File: src/rtl/monitoreo_temperatura.sv
// Temperature monitor: classifies each sample as cold/normal/hot, drives heater or fan, raises alert on persistence.
// Optional macro MON_ALERT_ACT_EN keeps the cause's actuator on while in ALERTA.
module monitoreo_temperatura #(
    parameter int TEMP_W    = 10,
    parameter int T_BAJO    = 180,
    parameter int T_ALTO    = 260,
    parameter int N_PERSIST = 6,
    parameter int CNT_W     = 4
) (
    input  logic              clk,
    input  logic              arst_n,
    input  logic [TEMP_W-1:0] temp_entrada,
    output logic              alerta,
    output logic              calefactor,
    output logic              ventilador,
    output logic [1:0]        estado_actual,
    output logic [CNT_W-1:0]  contador_salida
);

    typedef enum logic [1:0] {
        NORMAL = 2'b00,
        BAJO   = 2'b01,
        ALTO   = 2'b10,
        ALERTA = 2'b11
    } estado_t;

    localparam logic [TEMP_W-1:0] LIM_BAJO = TEMP_W'(T_BAJO);
    localparam logic [TEMP_W-1:0] LIM_ALTO = TEMP_W'(T_ALTO);
    localparam logic [CNT_W-1:0]  CNT_MAX  = CNT_W'(N_PERSIST);
`ifdef MON_ALERT_ACT_EN
    localparam logic ALERT_ACT = 1'b1;
`else
    localparam logic ALERT_ACT = 1'b0;
`endif

    estado_t            estado_q, estado_d;
    logic [CNT_W-1:0]   cnt_q, cnt_d;
    logic               causa_q, causa_d;
    logic               es_frio, es_caliente, sigue_racha;

    function automatic logic [CNT_W-1:0] sat_inc(input logic [CNT_W-1:0] v);
        return (v >= CNT_MAX) ? CNT_MAX : v + CNT_W'(1);
    endfunction

    always_comb begin
        estado_d    = estado_q;
        cnt_d       = cnt_q;
        causa_d     = causa_q;
        es_frio     = (temp_entrada < LIM_BAJO);
        es_caliente = (temp_entrada >= LIM_ALTO);
        // ALTO always carries causa=1 and BAJO causa=0, so any out-of-range
        // state with a matching cause means the run continues.
        sigue_racha = (estado_q != NORMAL) && (causa_q == es_caliente);

        if (!es_frio && !es_caliente) begin
            estado_d = NORMAL;
            cnt_d    = '0;
        end else begin
            cnt_d    = sigue_racha ? sat_inc(cnt_q) : CNT_W'(1);
            causa_d  = es_caliente;
            if (cnt_d >= CNT_MAX) begin
                estado_d = ALERTA;
            end else begin
                estado_d = es_caliente ? ALTO : BAJO;
            end
        end
    end

    always_ff @(posedge clk or negedge arst_n) begin
        if (!arst_n) begin
            estado_q <= NORMAL;
            cnt_q    <= '0;
            causa_q  <= 1'b0;
        end else begin
            estado_q <= estado_d;
            cnt_q    <= cnt_d;
            causa_q  <= causa_d;
        end
    end

    assign alerta          = (estado_q == ALERTA);
    assign calefactor      = (estado_q == BAJO) || ((estado_q == ALERTA) && ALERT_ACT && !causa_q);
    assign ventilador      = (estado_q == ALTO) || ((estado_q == ALERTA) && ALERT_ACT && causa_q);
    assign estado_actual   = estado_q;
    assign contador_salida = cnt_q;

endmodule

File: config.mk
export PLATFORM = sky130hd
export DESIGN_NAME = monitoreo_temperatura
export DESIGN_NICKNAME = d
export VERILOG_FILES = /design/src/rtl/monitoreo_temperatura.sv
export SDC_FILE = /design/constraint.sdc
export NUM_CORES = 1
export LEC_CHECK = 0
export ABC_AREA = 1
export CAP_MARGIN = 5
export CELL_PAD_IN_SITES_DETAIL_PLACEMENT = 1
export CELL_PAD_IN_SITES_GLOBAL_PLACEMENT = 1
export CORE_MARGIN = 2
export CORE_UTILIZATION = 27
export DETAILED_ROUTE_END_ITERATION = 7
export PLACE_DENSITY = 0.78
export SYNTH_ARGS = -nofsm -noshare
export SYNTH_HDL_FRONTEND = slang
export SYNTH_SLANG_ARGS = --single-unit
File: constraint.sdc
create_clock -name clk -period 2.1 [get_ports clk]
set_clock_uncertainty 0.1 [all_clocks]
set_input_delay 0.315 -clock clk [delete_from_list [all_inputs] [get_ports clk]]
set_output_delay 0.315 -clock clk [all_outputs]
set_load 0.05 [all_outputs]
-- Word-level counts from Yosys, hierarchy flattened
Cells that the tools add are included.
- register bits: 7
- bits of input ports: 12
- output and inout bits: 9
- logic and storage cells: 23
- $add $sub $neg: 1
- order comparisons: 4
- equality and inequality tests: 4
- multiplexer cells: 6
- reductions and logical operators: 5
- operator list (cell ; number):
    4-bit 2-to-1 mux ; 3
    10-bit by 9-bit greater-or-equal comparator with 1-bit output (second input constant) ; 1
    10-bit by 8-bit less-than comparator with 1-bit output (second input constant) ; 1
    4-bit by 3-bit greater-or-equal comparator with 1-bit output (second input constant) ; 2
    2-bit 2-to-1 mux ; 3
    4-bit by 1-bit adder with 4-bit output (second input constant) ; 1
    2-bit == test (second input constant) ; 2
    2-bit by 1-bit == test with 1-bit output (second input constant) ; 1
    1-bit logical AND ; 2
    1-bit logical NOT ; 2
    2-bit nonzero test ; 1
    1-bit == test ; 1

-- Depth between registers and ports, before layout
- depth after elaboration: 7
- mapped depth: 9
- mapped depth without buffers: 9

-- Worst setup path before layout
Ideal clock, no wire load.
- kind: register -> output
- start point: register estado_q[1], in the netlist estado_actual[1]
- end point: output port ventilador
- arrival: 1.409 ns
- required time: 1.685 ns
- slack: 0.276 ns
- cell stages (with the launch flop): 3
- buffers on the path: 0
- path through: dfrtp_1 -> inv_1 -> nor2_1
- word-level cells in the longest chain between the ends: 1
- RTL lines (element ; line ; source):
    from (decl) ; 36 ; estado_t estado_q, estado_d;
    from (signal assigned) ; 75 ; estado_q <= estado_d;
    2-bit == test ; 83 ; assign ventilador = (estado_q == ALTO) || ((estado_q == ALERTA) && ALERT_ACT && causa_q);
    to (decl) ; 15 ; output logic ventilador,
No other way between the ends.

-- Final worst setup path
- start point: register estado_q[0], in the netlist estado_actual[0]
- end point: output port calefactor
- word-level cells in the longest chain between the ends: 1
- RTL lines (element ; line ; source):
    2-bit by 1-bit == test with 1-bit output ; 82 ; assign calefactor = (estado_q == BAJO) || ((estado_q == ALERTA) && ALERT_ACT && !causa_q);
    to (decl) ; 14 ; output logic calefactor,
No other way between the ends.

==> impl_metrics.py <==
metrics = {
    "outcome": {
        "outcome": "complete, no violations",
    },
    "clock_tree": {
        "cts-htree-levels": 1,
        "hold_buffers": 0,
        "clockRootBuffer": "clkbuf_4",
        "post_cts_buffers": 0,
        "cts_resized": 0,
        "cts_tree": "done",
        "clock_latency_ns": 0.25,
        "cts_made_buffers": 3,
        "clock_sinks": 7,
        "clk_pin_slew_ns": 0.05,
        "clockBufferDepth": 2,
    },
    "die": {
        "ioPinCount": 21,
        "fp.dieH_um": 44.7,
        "rows": 14,
        "coreArea_um2": 1520,
        "start_util_pct": 29.4,
        "die_w_um": 44.7,
        "dieArea_um2": 2000,
    },
    "placed_design": {
        "dp_slack_ns": 0.372,
        "portBuffers": 18,
        "gp_congestion": 0.759,
        "place_inst": 99,
        "dp.final_hpwl_um": 828,
    },
    "worst_setup_path": {
        "r2r-start": "contador_salida[0]$_DFF_PN0_",
        "cp_slowest_cell": "clkdlybuf4s50_1",
        "end_kind": "output pin",
        "r2r_setup_slack_ns": 0.68,
        "crit_start": "estado_actual[0]$_DFF_PN0_",
        "r2r-end": "estado_actual[1]$_DFF_PN0_",
        "cp.arrival_ns": 1.56,
        "critPathMaxFanout": 4,
        "max_stage_delay_ns": 0.80,
        "cp_data_required_time_ns": 1.68,
        "start_kind": "register",
        "crit_type": "reg2out",
        "path_cells": "inv_1 > nor2_1 > clkdlybuf4s50_1",
        "reg2reg_depth": 7,
        "critical_path.endpoint": "calefactor",
    },
    "timing": {
        "fin_tns_setup_ns": 0,
        "worst_hold_slack_ns": 0.222,
        "fin_ws_ns": 0.125,
        "drv_slew": 0,
        "fin_crit_ns": 1.97,
        "setup_viol": 0,
        "rsz0062_at_grt": "no",
        "clock.fmax_mhz": 506,
        "relSlewSlack_pct": 66.7,
        "tightest_slew_ns": 0.499,
        "finalHoldViolations": 0,
        "fin_crit_sh_pct": 94.0,
    },
    "routing": {
        "dr.first_iter.drc_count": 2,
        "vias": 450,
        "routed_wl_um": 915,
        "drt.antenna.violating_nets": 0,
        "route.detailed.wl_per_inst_um": 8.88,
        "via_per_inst": 4.37,
        "first_pass_iters": 4,
        "route.detailed.drc": 0,
    },
    "grt": {
        "grtUsageMet3_pct": 2.40,
        "grt_usage_pct": 12.4,
        "grt_use_met2_pct": 19.1,
        "grt_antenna_before_repair": 0,
        "gr-max-usage-layer": "met2",
        "grt_pass1_vias": 423,
        "grt_pass1_wl_mm": 1.68,
        "grt_max_degree": 8,
        "met1_usage_pct": 13.8,
        "gr-total-overflow": 0,
    },
    "yosys": {
        "syn-num-nets": 79,
        "syn_inst": 65,
        "synth_area_leader_cell": "dfrtp_1",
        "yosys_register_bits": 7,
        "synth.top_cell.area_share_pct": 39.1,
        "ys_seq_area_share_pct": 39.1,
        "syn_area_um2": 448,
        "synth.distinct_cells": 16,
        "avgSynthCellArea_um2": 6.89,
        "yosys_warnings": 0,
        "ys_top_cells_by_area": "dfrtp_1 39%, inv_1 13%, nand2_1 13%",
    },
    "power": {
        "p_total_mw": 0.569,
        "clkPwrFrac_pct": 21.1,
        "switching_share_pct": 42.7,
        "internal-power_mw": 0.326,
        "power_frac_comb_pct": 47.8,
        "p_seq_share_pct": 31.0,
        "power.density_nw_per_um2": 841,
        "switchingPower_mw": 0.243,
        "ir_drop_mv": 0.333,
        "power.leakage_nw": 0.373,
    },
    "worst_hold_path": {
        "hp-class": "in2async",
    },
    "final_layout": {
        "num_antenna_cells": 0,
        "layout.cells.non_filler": 103,
        "multiInputGateArea_um2": 213,
        "drive_gt1_share_pct": 8.05,
        "final_nets": 102,
        "fill_cells": 202,
        "syn_to_final_growth_pct": 51.1,
        "regArea_um2": 175,
    },
    "run": {
        "drv_cap": 0,
    },
}
-- critical path, delay by kind of cell (launching register included) --
kind          cells  cell delay [ns]
simple gates      1             0.08
buf+inv           2             0.86
flops             1             0.37
-- routing by layer --
layer / share of wire (%) / vias up
met5: 0 / -
li1: - / 235
met2: 48 / 19
met1: 42 / 192
met4: 3.9 / 0
met3: 6.2 / 4
-- flip-flops by register name (all words and copies together), names as in the netlist --
register and count:
contador_salida 4, estado_actual 2, causa_q 1
-- stage by stage --
stage | utilization [%] | area (µm²)
floorplan | - | 448
global placement | 42.5 | 648
detailed placement | 42.5 | 648
CTS | 44.3 | 674
global route | 44.4 | 677
finish | 44.4 | 677
-- Yosys cell counts --
cell     instances
nand4_1          2
nor3_2           1
nand3_2          1
nand3_1          3
nand2_2          2
dfrtp_1          7
o21ai_1          1
a21o_1           1
or2_1            1
conb_1           1
ha_1             2
nand2_1         15
inv_1           16
o21ai_0          1
nor2_1          10
a31oi_1          1
-- power by group through the flow --
stage | registers [mW] | clock network, mW | logic [mW]
after floorplan | 0.245 | 0 | 0.113
after global placement | 0.178 | 0 | 0.271
after detailed placement | 0.180 | 0 | 0.275
after CTS | 0.177 | 0.127 | 0.276
after global routing | 0.182 | 0.139 | 0.299
final | 0.177 | 0.120 | 0.272
-- cell usage in the layout (no fill, tap or decap), drive strengths merged --
| master | n |
|---|---|
| clkdlybuf4s50 | 17 |
| dlymetal6s2s | 1 |
| a31oi | 1 |
| inv | 16 |
| clkbuf | 4 |
| conb | 1 |
| a21o | 1 |
| nor3 | 1 |
| nand4 | 2 |
| nand3 | 4 |
| ha | 2 |
| nand2 | 17 |
| or2 | 1 |
| dfrtp | 7 |
| nor2 | 10 |
| o21ai | 2 |
-- cell families (layout without fill, tap and decap cells) --
family	Yosys count	after routing	share of synthesized area, %
AND/OR/NAND/NOR	35	35	35.8
AO/OA/AOI/OAI	4	4	5.31
buffers and inverters	16	38	13.4
adder cells (fa/ha/maj)	2	2	5.59
flip-flops	7	7	39.1
other	1	1	0.837
-- layout make-up --
class                      instances  share of cell area, %
multi-input combinational         42                   31.4
timing repair buffer              18                   27.0
sequential                         7                   25.9
inverter                          16                   8.87
clock buffer                       4                   3.88
tap                               16                   2.96
-- how the worst min path moves through the flow --
stage | start | endpoint | slack, ns | depth (start not counted)
floorplan | arst_n | causa_q$_DFFE_PN0N_ | -0.08 | 0
global placement | causa_q$_DFFE_PN0N_ | estado_actual[0]$_DFF_PN0_ | 0.45 | 2
detailed placement | causa_q$_DFFE_PN0N_ | estado_actual[0]$_DFF_PN0_ | 0.47 | 2
CTS | arst_n | contador_salida[2]$_DFF_PN0_ | 0.23 | 1
global route | arst_n | contador_salida[1]$_DFF_PN0_ | 0.23 | 1
finish | arst_n | contador_salida[2]$_DFF_PN0_ | 0.22 | 1
No activity file was read; power rests on OpenSTA's default activity.
==> variant: new RTL, same flow settings <==
The parameter `TEMP_W` goes from 10 to 5.
--- a/src/rtl/monitoreo_temperatura.sv
+++ b/src/rtl/monitoreo_temperatura.sv
@@ -2,5 +2,5 @@
 // Optional macro MON_ALERT_ACT_EN keeps the cause's actuator on while in ALERTA.
 module monitoreo_temperatura #(
-    parameter int TEMP_W    = 10,
+    parameter int TEMP_W    = 5,
     parameter int T_BAJO    = 180,
     parameter int T_ALTO    = 260,
Interface: changed (resized temp_entrada); port bits go from 21 to 16. The function was not compared with the original's and may differ.
==> variant against the original RTL <==
- combinational power is 25% lower
- sequential cell count is the same
- routed wire length down 20%
- critical path depth did not move
- final area shrank 21%
- via count decreased by 30%
- non-clock buffer count fell by 5
- synthesized area decreased by 19%
- register-to-register slack better by 0.04 ns
- setup slack got worse by 0.048 ns
- total power down 13%
- critical path type unchanged
==> variant: results (changes against the original RTL) <==
| Metric | Value |
|---|---|
| Status | complete, no violations |
| Worst-path fanout max | 5 (+1) |
| Register area share after synthesis | 48.28% (+9.2 points) |
| DRT iter0 DRCs | 3 (+1) |
| Flop2flop setup slack | 0.72 ns (+0.04 ns) |
| Worst setup endpoint | ventilador |
| Worst EP arrival | 1.61 ns (+0.05 ns) |
| WL/cell | 9.851 um (+11%) |
| Top post-synthesis cells by count | 9 x inv_1, 8 x nand2_1, 7 x dfrtp_1, 3 x nand2_2, 3 x nor2_1 |
| DRT Pass-1 Iters | 2 (-2) |
| Slew HR | 66.48% (-0.19 points) |
| Vias in the first global route | 277 (-35%) |
| Synth area leaders | dfrtp_1 48%, inv_1 9.3%, nand2_1 8.3% |
| Reg2reg end | estado_actual[0] |
| Vias per inst | 4.230 (-3.2%) |
| Fill cell count | 158 (-22%) |
| Net Count, Synth | 51 (-35%) |
| YS warnings | 0 (unchanged) |
| Smallest hold slack | 0.2264 ns (+0.004819 ns) |
| Final HPWL from detailed placement | 594.1 um (-28%) |
| Distinct cell type count after synthesis | 13 (-3) |
| Total GRT Usage | 11.15% (-1.2 points) |
| Grt ovf | 0 (unchanged) |
| Via count | 313 (-30%) |
| Post-layout nets | 69 (-32%) |
| Post-Synthesis Cells | 42 (-35%) |
| Largest net degree at the start of global routing | 8 (unchanged) |
| First-pass GRT wire length | 1.117 mm (-33%) |
| Leak Pwr | 0.2725 nW (-27%) |
| Worst VDD drop | 0.3256 mV (-2.1%) |
| Reg2Reg Depth | 8 (+1) |
| Crit path from | estado_actual[1] |
| GPL Wtd Cong | 0.7082 (-6.7%) |
| Crit Path Category | reg2out |
| Clock-pin slew on the worst setup and hold paths | 0.06 ns |
| Dpl cells | 70 (-29%) |
| H-Tree Level Count | 1 (unchanged) |
| Share of cells above drive strength 1 | 15.25% (+7.2 points) |
| PortBufs | 13 (-5) |
==> variant: cell count changes in the layout (fill, tap and decap cells not counted), moves of 2 or more <==
cell / change
clkdlybuf4s50_1: -4
inv_1: -7
a21oi_1: +2
nor2_2: +2
nand2_1: -7
nor2_1: -7
nand3_1: -2
==> variant: worst min-delay path by stage <==
stage | to | depth (start not counted)
floorplan | causa_q | 0
global placement | contador_salida[0] | 2
detailed placement | contador_salida[0] | 2
CTS | contador_salida[0] | 1
global route | estado_actual[1] | 1
finish | estado_actual[1] | 1
==> variant: layout make-up <==
cell class                 instances  area share [%]
inverter                           9           6.279
sequential                         7           32.56
tap                               15           3.488
timing repair buffer              13           24.19
multi-input combinational         26           28.60
clock buffer                       4           4.884
==> variant: logic make-up after synthesis <==
logic type               count (synthesis)  synth area share (%)
other                                    1                 1.033
AO/OA/AOI/OAI                            3                 7.243
adder cells (fa/ha/maj)                  2                 6.895
XOR/XNOR                                 1                 2.414
buffers and inverters                    9                 9.310
flip-flops                               7                 48.28
AND/OR/NAND/NOR                         19                 24.83
==> variant: stage by stage <==
step	area, sq um	setup WS (ns)
3_5_place_dp	511.7	0.3404
2_1_floorplan	362.8	0.2952
5_1_grt	538.0	0.01529
3_3_place_gp	511.7	0.3692
4_1_cts	538.0	0.06676
6_report	538.0	0.07712
==> variant: power breakdown <==
| group | leakage, nW | switching [W] | internal, W | total [W] |
|---|---|---|---|---|
| sequential | 0.0738 | 0.0000153 | 0.000150 | 0.000166 |
| combinational | 0.184 | 0.000135 | 0.0000700 | 0.000205 |
| clock | 0.0150 | 0.0000530 | 0.0000727 | 0.000126 |
| total | 0.272 | 0.000203 | 0.000293 | 0.000496 |
==> variant: worst max-delay path: stages (launching register included) <==
cell             delay (ns)
dfrtp_1                0.41
inv_1                  0.05
nor2_1                 0.08
clkdlybuf4s50_1        0.81
==> variant: metal layers <==
layer	share of wire [%]	GRT usage, %	routed length, um	vias to the layer above
li1	-	-	-	160
met1	44	13.38	321	144
met2	51	15.87	372	9
met3	4.8	4.891	35	0
met4	0	7.500	0	0
met5	0	0	0	-
